`config.mk`:
```
export PLATFORM = sky130hd
export DESIGN_NAME = decoder_4b5b_framer
export DESIGN_NICKNAME = d
export VERILOG_FILES = /design/src/rtl/decoder_4b5b_framer.sv
export SDC_FILE = /design/constraint.sdc
export NUM_CORES = 1
export LEC_CHECK = 0
export CORE_ASPECT_RATIO = 0.9
export CORE_UTILIZATION = 53
export DETAILED_ROUTE_END_ITERATION = 16
export PLACE_DENSITY = 0.78
export REMOVE_ABC_BUFFERS = 1
export SLEW_MARGIN = 20
export SYNTH_ARGS = -nofsm -noshare
export SYNTH_HDL_FRONTEND = slang
export SYNTH_SLANG_ARGS = --single-unit
```
`constraint.sdc`:
```
create_clock -name clk -period 2.45 [get_ports clk]
set_input_delay 0.245 -clock clk [delete_from_list [all_inputs] [get_ports clk]]
set_output_delay 0.245 -clock clk [all_outputs]
set_load 0.03 [all_outputs]
```
`src/rtl/decoder_4b5b_framer.sv`:
```
// 4B/5B receive decoder with J-K/T-R frame delineation. Decoded nibbles are packed
// into NIBBLES-wide words; each word is held back one slot so end-of-frame is exact.
module decoder_4b5b_framer #(
  parameter int NIBBLES = 2,
  parameter int CNT_W   = 8
) (
  input  logic                 clk,
  input  logic                 rst,
  input  logic                 en,
  input  logic                 in_valid,
  input  logic [4:0]           in_code,
  output logic                 out_valid,
  output logic [4*NIBBLES-1:0] out_data,
  output logic                 out_sop,
  output logic                 out_eop,
  output logic                 out_err,
  output logic [CNT_W-1:0]     err_cnt
);

  localparam int WORD_W = 4 * NIBBLES;
  localparam int NIB_W  = (NIBBLES > 1) ? $clog2(NIBBLES) : 1;

  localparam logic [4:0] C_J = 5'h18;
  localparam logic [4:0] C_K = 5'h11;
  localparam logic [4:0] C_T = 5'h0D;
  localparam logic [4:0] C_R = 5'h07;

  typedef enum logic [1:0] {IDLE, GOT_J, DATA, GOT_T} state_t;

  // Returns {is_data, nibble}; control and undefined codes give is_data = 0.
  function automatic logic [4:0] decode(input logic [4:0] c);
    case (c)
      5'h1E: decode = 5'h10;  5'h09: decode = 5'h11;
      5'h14: decode = 5'h12;  5'h15: decode = 5'h13;
      5'h0A: decode = 5'h14;  5'h0B: decode = 5'h15;
      5'h0E: decode = 5'h16;  5'h0F: decode = 5'h17;
      5'h12: decode = 5'h18;  5'h13: decode = 5'h19;
      5'h16: decode = 5'h1A;  5'h17: decode = 5'h1B;
      5'h1A: decode = 5'h1C;  5'h1B: decode = 5'h1D;
      5'h1C: decode = 5'h1E;  5'h1D: decode = 5'h1F;
      default: decode = 5'h00;
    endcase
  endfunction

  function automatic logic [CNT_W-1:0] sat_inc(input logic [CNT_W-1:0] v);
    sat_inc = (&v) ? v : v + 1'b1;
  endfunction

  state_t              state;
  logic [WORD_W-1:0]   fill;
  logic [WORD_W-1:0]   hold;
  logic [WORD_W-1:0]   word_next;
  logic [NIB_W-1:0]    nib;
  logic                hold_v;
  logic                hold_sop;
  logic                first;
  logic [4:0]          dec;
  logic                dec_v;
  logic [3:0]          dec_nib;
  logic                nib_last;
  logic                accept;

  assign dec      = decode(in_code);
  assign dec_v    = dec[4];
  assign dec_nib  = dec[3:0];
  assign nib_last = (nib == NIB_W'(NIBBLES - 1));
  assign accept   = en && in_valid;

  // Partial word with the incoming nibble dropped into its slot; first nibble lands in [3:0].
  always_comb begin
    word_next = fill;
    for (int i = 0; i < NIBBLES; i++) begin
      if (nib == NIB_W'(i)) word_next[4*i +: 4] = dec_nib;
    end
  end

  always_ff @(posedge clk) begin
    if (rst) begin
      state     <= IDLE;
      fill      <= '0;
      hold      <= '0;
      nib       <= '0;
      hold_v    <= 1'b0;
      hold_sop  <= 1'b0;
      first     <= 1'b0;
      out_valid <= 1'b0;
      out_data  <= '0;
      out_sop   <= 1'b0;
      out_eop   <= 1'b0;
      out_err   <= 1'b0;
      err_cnt   <= '0;
    end else begin
      out_valid <= 1'b0;
      out_err   <= 1'b0;
      if (accept) begin
        case (state)
          IDLE: begin
            if (in_code == C_J) state <= GOT_J;
          end
          GOT_J: begin
            if (in_code == C_K) begin
              state  <= DATA;
              nib    <= '0;
              hold_v <= 1'b0;
              first  <= 1'b1;
            end else if (in_code != C_J) begin
              state <= IDLE;
            end
          end
          DATA: begin
            if (dec_v) begin
              if (nib_last) begin
                if (hold_v) begin
                  out_valid <= 1'b1;
                  out_data  <= hold;
                  out_sop   <= hold_sop;
                  out_eop   <= 1'b0;
                end
                hold     <= word_next;
                hold_v   <= 1'b1;
                hold_sop <= first;
                first    <= 1'b0;
                nib      <= '0;
              end else begin
                fill <= word_next;
                nib  <= nib + 1'b1;
              end
            end else if (in_code == C_T) begin
              state <= GOT_T;
            end else begin
              state   <= IDLE;
              nib     <= '0;
              hold_v  <= 1'b0;
              out_err <= 1'b1;
              err_cnt <= sat_inc(err_cnt);
            end
          end
          GOT_T: begin
            state <= IDLE;
            if (in_code == C_R && nib == '0) begin
              // An empty frame closes silently; otherwise the held word is the last one.
              if (hold_v) begin
                out_valid <= 1'b1;
                out_data  <= hold;
                out_sop   <= hold_sop;
                out_eop   <= 1'b1;
              end
              hold_v <= 1'b0;
            end else begin
              nib     <= '0;
              hold_v  <= 1'b0;
              out_err <= 1'b1;
              err_cnt <= sat_inc(err_cnt);
            end
          end
          default: state <= IDLE;
        endcase
      end
    end
  end

endmodule

```
==> results.txt, run 1 <==
The maximum number of pins on one net before global-route repair is 30. The number of DRC violations after detailed routing came out at 0. The core utilization of the finished layout is 70.72%. On the worst path, the slowest cell contributes a delay of 530 ps. The count of buffers inserted at the top-level ports is 28. The worst-margin pin slew is 710.0 ps.

The fraction of post-synthesis cell area in the top cell type by area came out at 39.00%. After global routing the overflow that remains totals 0. The core area came out at 3453 um^2.

Counting the buffers created by CTS gives 5. The worst setup path is launched from an input port. The HPWL reported at the end of detailed placement is 3092 um. The number of hold buffers added after cts came out at 0.

The leakage power summed over all cells is 0.8341 nW. Among cell families on the critical path, the largest total delay comes from buffers and inverters. The number of gates given a new drive strength after cts came out at 0. The routed layout has 1,866 vias. Of all nets on the critical path, the largest fanout is 12. Setup repair after global routing left no endpoint under its margin. The unique cell type count in the Yosys netlist is 51. The clock-pin slew of the registers on the worst-case setup and hold paths came out at 80 ps.

The number of synthesized flops with an enable pin came out at 0. The first-iteration detailed-routing DRC count is 133. After detailed routing, the total wire length is 4448 um. The required arrival time at the worst endpoint came out at 2620 ps.

The post-CTS setup buffer count came out at 0. Among all flip-flop cells after synthesis, the most frequent one is sky130_fd_sc_hd__dfxtp_1. The sequential share of the synthesized area is 39.00%. The chip width is 65.95 um. After detailed routing, the average wire length per cell comes to 14.26 um. The post-detailed-route via-to-cell ratio came out at 5.981. The final setup skew came out at 4.451 ps.

Dividing the final minimum period by the clock period gives 87.67%. The total buffers and inverters traversed by the critical path is 3. The critical path start-end classification is input port to flip-flop.

At the end of routability-driven placement, the weighted congestion stood at 0.8450. STA puts the critical path data arrival time at 2320 ps. The clock network latency to the later pin of the worst-skew pair is 300 ps.

The total routing usage reported by global routing came out at 25.73%. Ranked by total cell area, the synthesized netlist is headed by sky130_fd_sc_hd__dfxtp_1 (39%), sky130_fd_sc_hd__a21oi_1 (7.2%), sky130_fd_sc_hd__o21ai_0 (7.2%). The setup-violating endpoint count in the final report came out at 0.

The first global-routing pass estimated 7679 um of wire. The via count of the first global-routing pass is 1,679. The initial antenna violation count came out at 0. Total power for the finished layout comes to 1.406 mW. Counting every instance in the synthesized netlist gives 230. The number of diodes added for antenna fixing came out at 0. The total instance count after detailed placement is 304. The slowest library cell on the worst path is sky130_fd_sc_hd__clkdlybuf4s50_1.

Setup total negative slack on the finished layout was measured at 0 ps. The headroom to the max-slew limit came out at 52.27%. In this run the worst hold path is classified as flip-flop to flip-flop. The signal on the critical path passes through clkdlybuf4s50_1 > inv_1 > ha_1 > nor4b_1 > a31oi_1 > buf_4 > o311ai_0 > o21ai_0. The power per standard cell area is 575.8 nW/um^2. The synthesis warning total came out at 0. The antenna violation net count after detailed routing is 0. The post-route netlist has 13.43% of its cells at a drive strength greater than 1. The die outline area came out at 3928 um^2.

The area growth from synthesis to layout is 25.21%. The async set-reset flop share out of synthesis is 0%. In this run the mean area of a mapped cell was 8.481 um^2. For this configuration, the core starts out at a cell density of 56.49%. The number of violations of the max-capacitance limit is 0.

The number of standard cells in the layout, taps in and fillers out is 312. The root buffer cell chosen for the clock tree is sky130_fd_sc_hd__clkbuf_8. VDD sags by at most 0.3061 mV. The final layout contains 280 nets. The total number of clock tree sinks came out at 38.

The area of the mapped netlist is 1951 um^2. The max-slew violation count came out at 0. Derived from the worst setup path, the maximum achievable clock frequency is 465.6 MHz.

The final hold violation count is 0. The flow ran to the end, and the final reports show no timing, DRC or antenna violations. The clock tree from TritonCTS is done. The number of cell rows came out at 20.

The post-layout minimum cycle time came out at 2148 ps. Pin placement for this block handled 29 I/O pins. After routing the design area is 2442 um^2. The maximum buffer depth of the clock tree is 2. The register bit total from synthesis came out at 38.

The H-tree was split into 2 levels. STA classifies the critical path endpoint as a flip-flop. Summing all placed instances gives a cell area of 2305 um^2. The total iterations of the first detailed-routing run is 4.

The die height is 59.56 um. The largest area contributor in the netlist is sky130_fd_sc_hd__dfxtp_1.
[registers in the layout (all words and copies together) (netlist names)]
register and flops:
out_err 1, err_cnt 8, out_data 8, out_valid 1, nib 1, first 1, hold_sop 1, fill 4
out_sop 1, out_eop 1, state 2, hold_v 1, hold 8
[cells in the mapped netlist, types with 2 or more instances]
master	number
sky130_fd_sc_hd__nor2_1	6
sky130_fd_sc_hd__o31ai_1	4
sky130_fd_sc_hd__buf_2	4
sky130_fd_sc_hd__nor4_1	3
sky130_fd_sc_hd__o21ai_0	28
sky130_fd_sc_hd__or4_1	3
sky130_fd_sc_hd__buf_6	4
sky130_fd_sc_hd__inv_1	6
sky130_fd_sc_hd__nand3_1	24
sky130_fd_sc_hd__nand4_1	3
sky130_fd_sc_hd__nand2_1	12
sky130_fd_sc_hd__a21oi_1	28
sky130_fd_sc_hd__dfxtp_1	38
sky130_fd_sc_hd__or3_1	2
sky130_fd_sc_hd__and3_1	6
sky130_fd_sc_hd__a31oi_1	4
sky130_fd_sc_hd__clkbuf_1	6
sky130_fd_sc_hd__nor3_1	5
sky130_fd_sc_hd__nor4b_1	2
sky130_fd_sc_hd__o21a_1	4
sky130_fd_sc_hd__a311oi_1	3
sky130_fd_sc_hd__ha_1	4
sky130_fd_sc_hd__o311ai_0	3
[through the flow]
step,setup WS (ps),hold slack (ps)
finish,302.2,468.1
floorplan,345.4,314.1
CTS,334.5,471.8
detailed placement,58.46,456.3
global placement,81.29,449.7
global route,168.4,490.4
[layout make-up]
type	instances	area [um^2]
Multi-Input combinational cell	168	1023
Sequential cell	38	760.7
Clock buffer	5	68.82
Fill cell	297	1011
Timing Repair Buffer	48	442.9
Clock inverter	3	68.82
Inverter	6	22.52
Tap cell	44	55.05
[report_power, final]
part / internal, mW / switching (mW)
logic: 0.0590 / 0.0823
clock network: 0.408 / 0.238
registers: 0.618 / 0.00165
[worst min-delay path: stages (launching register included)]
cell and delay [ps]:
sky130_fd_sc_hd__dfxtp_1 310, sky130_fd_sc_hd__nand3_1 60, sky130_fd_sc_hd__a21oi_1 60
[cells in the final DEF, fill, tap and decap left out, types with 4 or more instances in the layout]
master / synthesis / routed
sky130_fd_sc_hd__ha_1: 4 / 4
sky130_fd_sc_hd__nand3_1: 24 / 24
sky130_fd_sc_hd__a31oi_1: 4 / 4
sky130_fd_sc_hd__nor2_1: 6 / 6
sky130_fd_sc_hd__a21oi_1: 28 / 28
sky130_fd_sc_hd__clkdlybuf4s50_1: 0 / 28
sky130_fd_sc_hd__o31ai_1: 4 / 4
sky130_fd_sc_hd__nor3_1: 5 / 5
sky130_fd_sc_hd__nand2_1: 12 / 12
sky130_fd_sc_hd__clkbuf_8: 1 / 5
sky130_fd_sc_hd__o21a_1: 4 / 4
sky130_fd_sc_hd__and3_1: 6 / 6
sky130_fd_sc_hd__dfxtp_1: 38 / 38
sky130_fd_sc_hd__inv_1: 6 / 6
sky130_fd_sc_hd__buf_4: 0 / 19
sky130_fd_sc_hd__o21ai_0: 28 / 28
[per-layer routing]
layer	vias to the layer above	global-route usage, %	share of wire (%)
li1	940	-	-
met1	881	35.03	49
met2	38	40.09	46
met3	7	4.038	3.3
met4	0	11.85	1.6
met5	-	0	0
[final timing paths]
check	from	to	slack, ps	cells after the start
max reg2reg	err_cnt[0]	err_cnt[3]	320	6
min reg2reg	hold[0]	out_data[0]	470	2
max	in_code[2]	fill[2]	300	8
min	hold[0]	out_data[0]	470	2
[cells by family (layout without fill, tap and decap cells)]
family | after synthesis | count (layout) | synth area share (%)
AOI/OAI and AO/OA | 86 | 86 | 26.56
and+or+nand+nor | 76 | 76 | 22.32
DFF | 38 | 38 | 39.00
buffers and inverters | 24 | 62 | 8.531
adders and majority gates | 4 | 4 | 2.566
xor gates and xnor gates | 1 | 1 | 0.4491
muxes | 1 | 1 | 0.5773
(Power assumes the default switching activity.)
==> run 2, diff against run 1 <==
CORE_UTILIZATION = 56   (was 53)
CTS_BUF_LIST = sky130_fd_sc_hd__clkbuf_4 sky130_fd_sc_hd__clkbuf_8   (was unset)
PLACE_DENSITY = 0.82   (was 0.78)
SLEW_MARGIN = 10   (was 20)
==> run 2 against run 1 <==
  * Routed wire length is 11% higher
  * Clock-buffer cell count is 1 higher
  * Sequential share of layout area is 0.30 points lower
  * Via count is 6.8% higher
  * Clock power is 2% higher
  * Final cell count stayed put
  * Sequential power hardly changed
  * Combinational power hardly changed
  * Clock skew is 1.5 ps higher
  * Design area is 0.97% higher
  * Critical path depth stayed put
  * Critical path type unchanged
==> results.txt, run 2 (same netlist as run 1, synthesis figures left out) <==
The core area is 3186 um^2 (-7.8%). The peak supply drop is 0.4909 mV (+60%). The total vias in the final route came out at 1,992 (+6.8%).

In this run the clock root is driven by a sky130_fd_sc_hd__clkbuf_8. The HPWL reported at the end of detailed placement came to 3303 um (+6.8%). The critical path arrival is 2400 ps (+80 ps). The total iterations of the first detailed-routing run came out at 5 (+1). The clock-pin slew of the registers on the worst-case setup and hold paths is 80 ps (about the same). The count of buffers inserted at the top-level ports came to 28 (unchanged). The maximum number of pins on one net before global-route repair was 34 (+13%). The number of clock buffers inserted by TritonCTS is 5 (unchanged). The critical path start-end classification is input port to flip-flop. The setup-violating endpoint count in the final report came out at 0 (unchanged). The starting density of the core is 61.23% (+4.7 points). The worst-case setup margin in the final layout is 197.5 ps (-104.7 ps). The final setup skew came out at 5.969 ps (+1.518 ps). The maximum buffer depth of the clock tree is 2 (unchanged).

The headroom to the max-slew limit came out at 34.38% (-18 points). The final hold violation count came out at 0 (unchanged). The number of DRC violations after detailed routing was 0 (unchanged). The antenna violation net count after detailed routing is 0 (unchanged). The required arrival time at the worst endpoint is 2600 ps (-20 ps). The worst setup path is captured at a flip-flop. The die height came out at 57.99 um (-2.6%). The setup total negative slack came out at 0 ps (unchanged). The number of levels in the clock H-tree came out at 2 (unchanged). The flow ran to the end, and the final reports show no timing, DRC or antenna violations. The library cell used most frequently in the layout, excluding fill and tap cells, is sky130_fd_sc_hd__dfxtp_1. The post-detailed-route via-to-cell ratio came to 6.385 (+6.8%). The number of diodes added for antenna fixing is 0 (unchanged). The category of the worst setup path launch point is an input port.

The post-layout minimum cycle time is 2252 ps (+104.7 ps). The net total in the final layout is 282 (+0.71%). The leakage power summed over all cells is 0.8493 nW (+1.8%). The number of hold buffers added after cts is 0 (unchanged). The highest clock rate came out at 444.0 MHz (-4.6%).

The share of cells above drive strength 1 is 14.44% (+1.0 points). The wire length of the first global-routing pass is 8286 um (+7.9%). The number of violations of the max-capacitance limit came out at 0 (unchanged). The number of top-level pins is 29 (unchanged). The worst hold slack across all endpoints came out at 462.6 ps (-5.485 ps). The number of standard cells in the layout, taps in and fillers out came out at 312 (unchanged). The chip width came out at 64.21 um (-2.6%). The total design power is 1.419 mW (+0.92%). The wire length per cell came out at 15.81 um (+11%). The total grt overflow came out at 0 (unchanged). The final weighted congestion in routability-driven placement was 0.8848 (+4.7%). The final wirelength came out at 4934 um (+11%).

The max-slew violation count came out at 0 (unchanged). The ratio of final minimum period to clock period is 91.94% (+4.3 points). The synthesis-to-layout area growth came out at 26.43%. The worst-margin pin slew is 977.6 ps (+267.6 ps). The power per standard cell area is 575.5 nW/um^2 (about the same). In the layout the commonest cells are sky130_fd_sc_hd__dfxtp_1 (38), sky130_fd_sc_hd__o21ai_0 (28), sky130_fd_sc_hd__a21oi_1 (28), sky130_fd_sc_hd__clkdlybuf4s50_1 (28), sky130_fd_sc_hd__nand3_1 (24). The total instance count after detailed placement came to 304 (unchanged).

The total number of clock tree sinks came out at 38 (unchanged). The type of the most critical hold path is flip-flop to flip-flop. TritonCTS built the clock tree. The initial antenna violation count is 0 (unchanged). The setup slack after placement came out at -33.23 ps (-91.69 ps). The die outline area came to 3724 um^2 (-5.2%).

The clock network latency to the later pin of the worst-skew pair was 290 ps (about the same). The first-iteration detailed-routing DRC count is 245 (+84%). The via count of the first global-routing pass is 1,825 (+8.7%).

The total routing usage reported by global routing came out at 28.93% (+3.2 points). The biggest fanout along the worst timing path is 11 (-1). The number of cell rows came out at 19 (-5.0%). The largest registers in the layout are err_cnt x8, hold x8, out_data x8.
[run 2: cell types whose count changed in the layout (fill, tap and decap cells not counted), sizes merged]
cell / change
buf: +2
clkbuf: +1
clkinv: -1
[run 2: worst paths after layout]
kind,cells past startpoint,start,end,slack (ps)
setup / recovery,8,in_code[1],fill[3],200
hold / removal,2,first,hold_sop,460
setup reg to reg,6,err_cnt[0],err_cnt[3],330
hold reg to reg,2,first,hold_sop,460
[run 2: layout make-up]
class | instances | area, um^2
fillers | 237 | 719.4
clock inverters | 2 | 60.06
well taps | 42 | 52.55
multi-input cells | 168 | 1030
flip-flops and latches | 38 | 760.7
inverters | 6 | 22.52
repair buffers | 50 | 457.9
clock buffers | 6 | 82.58
[run 2: report_power, final]
group	internal [mW]	switching [mW]
Clock	0.434	0.223
Combinational	0.0573	0.0850
Sequential	0.618	0.00179
Total	1.11	0.310
[run 2: worst max-delay path: stages]
cell,delay [ps]
sky130_fd_sc_hd__clkdlybuf4s50_1,410
sky130_fd_sc_hd__buf_4,170
sky130_fd_sc_hd__and3_1,140
sky130_fd_sc_hd__o21ai_0,400
sky130_fd_sc_hd__a31oi_1,190
sky130_fd_sc_hd__buf_4,230
sky130_fd_sc_hd__o311ai_0,440
sky130_fd_sc_hd__o21ai_0,160
[run 2: timing repair]
item / CTS / global route
setup endpoints to repair: 0 / 1
resized for setup: 0 / 1
setup buffers: 0 / 0
[run 2: through the flow]
step           util, %  area [um^2]
4_1_cts          77.22         2460
3_5_place_dp     72.74         2317
2_1_floorplan        -         1807
6_report         77.42         2466
5_1_grt          77.42         2466
3_3_place_gp     72.74         2317
[run 2: layer usage]
layer  track usage (%)  share of wire, %
met1             36.69                43
met3             7.087               7.3
met2             46.66                48
met4             13.65               2.0
met5                 0                 0
==> run 3, diff against run 2 <==
CTS_CLUSTER_DIAMETER = 40   (was unset)
PLACE_DENSITY = 0.85   (was 0.82)
==> run 3 against run 2 <==
  * Clock skew is 2.0 ps lower
  * Sequential cell count stayed put
  * Critical endpoint is now err_cnt[3]
  * Die area unchanged
  * Maximum frequency increased by 4.4%
  * Non-clock buffer count is 1 lower
  * Design area decreased by 1.2%
  * Combinational power about the same
  * Largest cell class unchanged
  * Power down 7.7%
  * Global-route usage shrank 1.3 points
  * Sequential power hardly changed
  * Setup slack better by 94 ps
  * Critical path type is now flip-flop to flip-flop
==> results.txt, run 3 (same netlist as run 1, synthesis figures left out) <==
The flow ran to the end, and the final reports show no timing, DRC or antenna violations. The number of clock buffers inserted by TritonCTS came out at 5 (unchanged). The headroom to the max-slew limit came out at 49.88% (+15 points). The area taken by flip-flops and latches is 760.7 um^2 (unchanged). The chip width is 64.21 um (unchanged).

The cell type group with the largest total delay on the critical path is simple AND/OR/NAND/NOR gates. The total grt overflow was 0 (unchanged). The final setup skew was 3.960 ps (-2.009 ps).

The number of gates given a new drive strength after cts came out at 0 (unchanged). The wire length per cell came out at 15.02 um (-5.0%). The total number of clock tree sinks came out at 38 (unchanged).

The power per standard cell area came out at 538.0 nW/um^2 (-6.5%). The final weighted congestion in routability-driven placement is 0.9356 (+5.7%). The via count of the first global-routing pass is 1,688 (-7.5%). The maximum buffer depth of the clock tree came out at 2 (unchanged).

The antenna violation net count after detailed routing is 0 (unchanged). The signal on the critical path passes through ha_1 > nand3_1 > nor2_1 > or4_4 > or4_1 > a21oi_1. The number of diodes added for antenna fixing is 0 (unchanged).

The number of filler instances in the final layout came out at 241 (+1.7%). The tightest min-delay check is of the flip-flop to flip-flop type. The required arrival time at the worst endpoint is 2680 ps (+80 ps). The number of cell rows came out at 19 (unchanged). The critical path in this run is classified as flip-flop to flip-flop.

The leakage power summed over all cells is 0.8244 nW (-2.9%). The max-slew violation count came out at 0 (unchanged). The number of DRC violations after detailed routing came out at 0 (unchanged). The library cell used most frequently in the layout, excluding fill and tap cells, is sky130_fd_sc_hd__dfxtp_1. The HPWL reported at the end of detailed placement came out at 3204 um (-3.0%). The peak supply drop came to 0.4038 mV (-18%). The combined area of the multi-input logic cells is 1023 um^2 (-0.61%). The core utilization of the finished layout is 76.47% (-0.94 points). The total vias in the final route came out at 1,916 (-3.8%). The library cells used most frequently in the layout, excluding fill and tap cells, are sky130_fd_sc_hd__dfxtp_1 (38), sky130_fd_sc_hd__o21ai_0 (28), sky130_fd_sc_hd__a21oi_1 (28), sky130_fd_sc_hd__clkdlybuf4s50_1 (28), sky130_fd_sc_hd__nand3_1 (24). The starting density of the core is 61.23% (unchanged). The number of violations of the max-capacitance limit is 0 (unchanged). The kind of end point of the critical path is a flip-flop. The ratio of final minimum period to clock period came out at 88.10% (-3.8 points). The initial antenna violation count came to 0 (unchanged). The setup-violating endpoint count in the final report is 0 (unchanged). The number of levels in the clock H-tree is 2 (unchanged). STA classifies the critical path startpoint as a flip-flop.

TritonCTS built the clock tree. The synthesis-to-layout area growth came out at 24.89%. The highest clock rate is 463.3 MHz (+4.4%).

The count of buffers inserted at the top-level ports was 28 (unchanged). The die outline area is 3724 um^2 (unchanged). The critical path arrival is 2390 ps (about the same). The maximum number of pins on one net before global-route repair came out at 35 (+2.9%). The final wirelength came to 4671 um (-5.3%). Setup repair after global routing left no endpoint under its margin. The first-iteration detailed-routing DRC count was 170 (-31%). The post-detailed-route via-to-cell ratio is 6.161 (-3.5%). The tree is rooted in a sky130_fd_sc_hd__clkbuf_8. The setup total negative slack is 0 ps (unchanged). The number of top-level pins is 29 (unchanged). The total routing usage reported by global routing is 27.65% (-1.3 points). The final hold violation count came to 0 (unchanged). The die height is 57.99 um (unchanged). The largest individual stage delay along the critical path comes from the cell sky130_fd_sc_hd__or4_4.

The total iterations of the first detailed-routing run came out at 7 (+2). The wire length of the first global-routing pass was 7921 um (-4.4%). The largest registers in the layout are err_cnt x8, hold x8, out_data x8. The clock-pin slew of the registers on the worst-case setup and hold paths is 80 ps (about the same). The total buffers and inverters traversed by the critical path is 0 (-3). The post-layout minimum cycle time is 2159 ps (-93.96 ps). The core area is 3186 um^2 (unchanged). The post-CTS setup buffer count is 0 (unchanged). The number of hold buffers added after cts was 0 (unchanged). The share of cells above drive strength 1 came out at 13.75% (-0.69 points).

The clock network latency to the later pin of the worst-skew pair is 300 ps (about the same). The net total in the final layout came out at 281 (-0.35%). The worst-margin pin slew came out at 745.5 ps (-232.1 ps). The highest cell delay on the worst timing path came out at 600 ps (+160 ps). The biggest fanout along the worst timing path is 11 (unchanged).
==> run 3: cell count changes in the layout (fill, tap and decap cells not counted) <==
cell,previous run,this run
sky130_fd_sc_hd__buf_4,21,19
sky130_fd_sc_hd__buf_12,1,2
sky130_fd_sc_hd__nor4b_2,1,0
sky130_fd_sc_hd__bufinv_16,2,1
sky130_fd_sc_hd__nor4b_1,1,2
sky130_fd_sc_hd__clkbuf_8,6,5
sky130_fd_sc_hd__clkinvlp_4,0,2
==> run 3: cell type report <==
cell class / count / area share [%]
Clock buffer: 5 / 2.825
Tap cell: 42 / 2.157
Clock inverter: 3 / 1.849
Multi-Input combinational cell: 168 / 42.01
Timing Repair Buffer: 49 / 19.00
Inverter: 6 / 0.9245
Sequential cell: 38 / 31.23
==> run 3: worst paths after layout <==
| check | from | to | slack [ps] | cells past startpoint |
|---|---|---|---|---|
| setup / recovery | err_cnt[0] | err_cnt[3] | 290 | 6 |
| hold / removal | hold[4] | out_data[4] | 470 | 2 |
| setup reg to reg | err_cnt[0] | err_cnt[3] | 290 | 6 |
| hold reg to reg | hold[4] | out_data[4] | 470 | 2 |
==> run 3: power by group <==
group / total [mW] / internal, mW / switching (mW)
Sequential: 0.619 / 0.618 / 0.00155
Combinational: 0.145 / 0.0623 / 0.0829
Clock: 0.546 / 0.303 / 0.243
==> run 3: per-stage QoR <==
step                      worst slack [ps]  cell area (um^2)  hold WS (ps)  cells  power, mW
after CTS                            305.9              2436         468.7    311      1.313
after global placement               64.57              2322         455.8    303     0.7735
after global routing                 41.54              2436         485.0    311      1.353
after floorplan                      345.4              1807         314.1    212     0.6915
after detailed placement             23.48              2322         455.4    303     0.7763
final                                291.5              2436         466.6    311      1.311
==> run 3: per-layer routing <==
| metal | track usage (%) | vias up | wire (um) |
|---|---|---|---|
| li1 | - | 946 | - |
| met1 | 38.36 | 879 | 2207 |
| met2 | 43.01 | 81 | 2098 |
| met3 | 4.724 | 10 | 273 |
| met4 | 11.11 | 0 | 92 |
| met5 | 0 | - | 0 |
==> run 3: worst reg2reg max path: stages (launching register included) <==
cell and delay [ps]:
sky130_fd_sc_hd__dfxtp_1 370, sky130_fd_sc_hd__ha_1 260, sky130_fd_sc_hd__nand3_1 130, sky130_fd_sc_hd__nor2_1 80, sky130_fd_sc_hd__or4_4 600, sky130_fd_sc_hd__or4_1 490
sky130_fd_sc_hd__a21oi_1 160
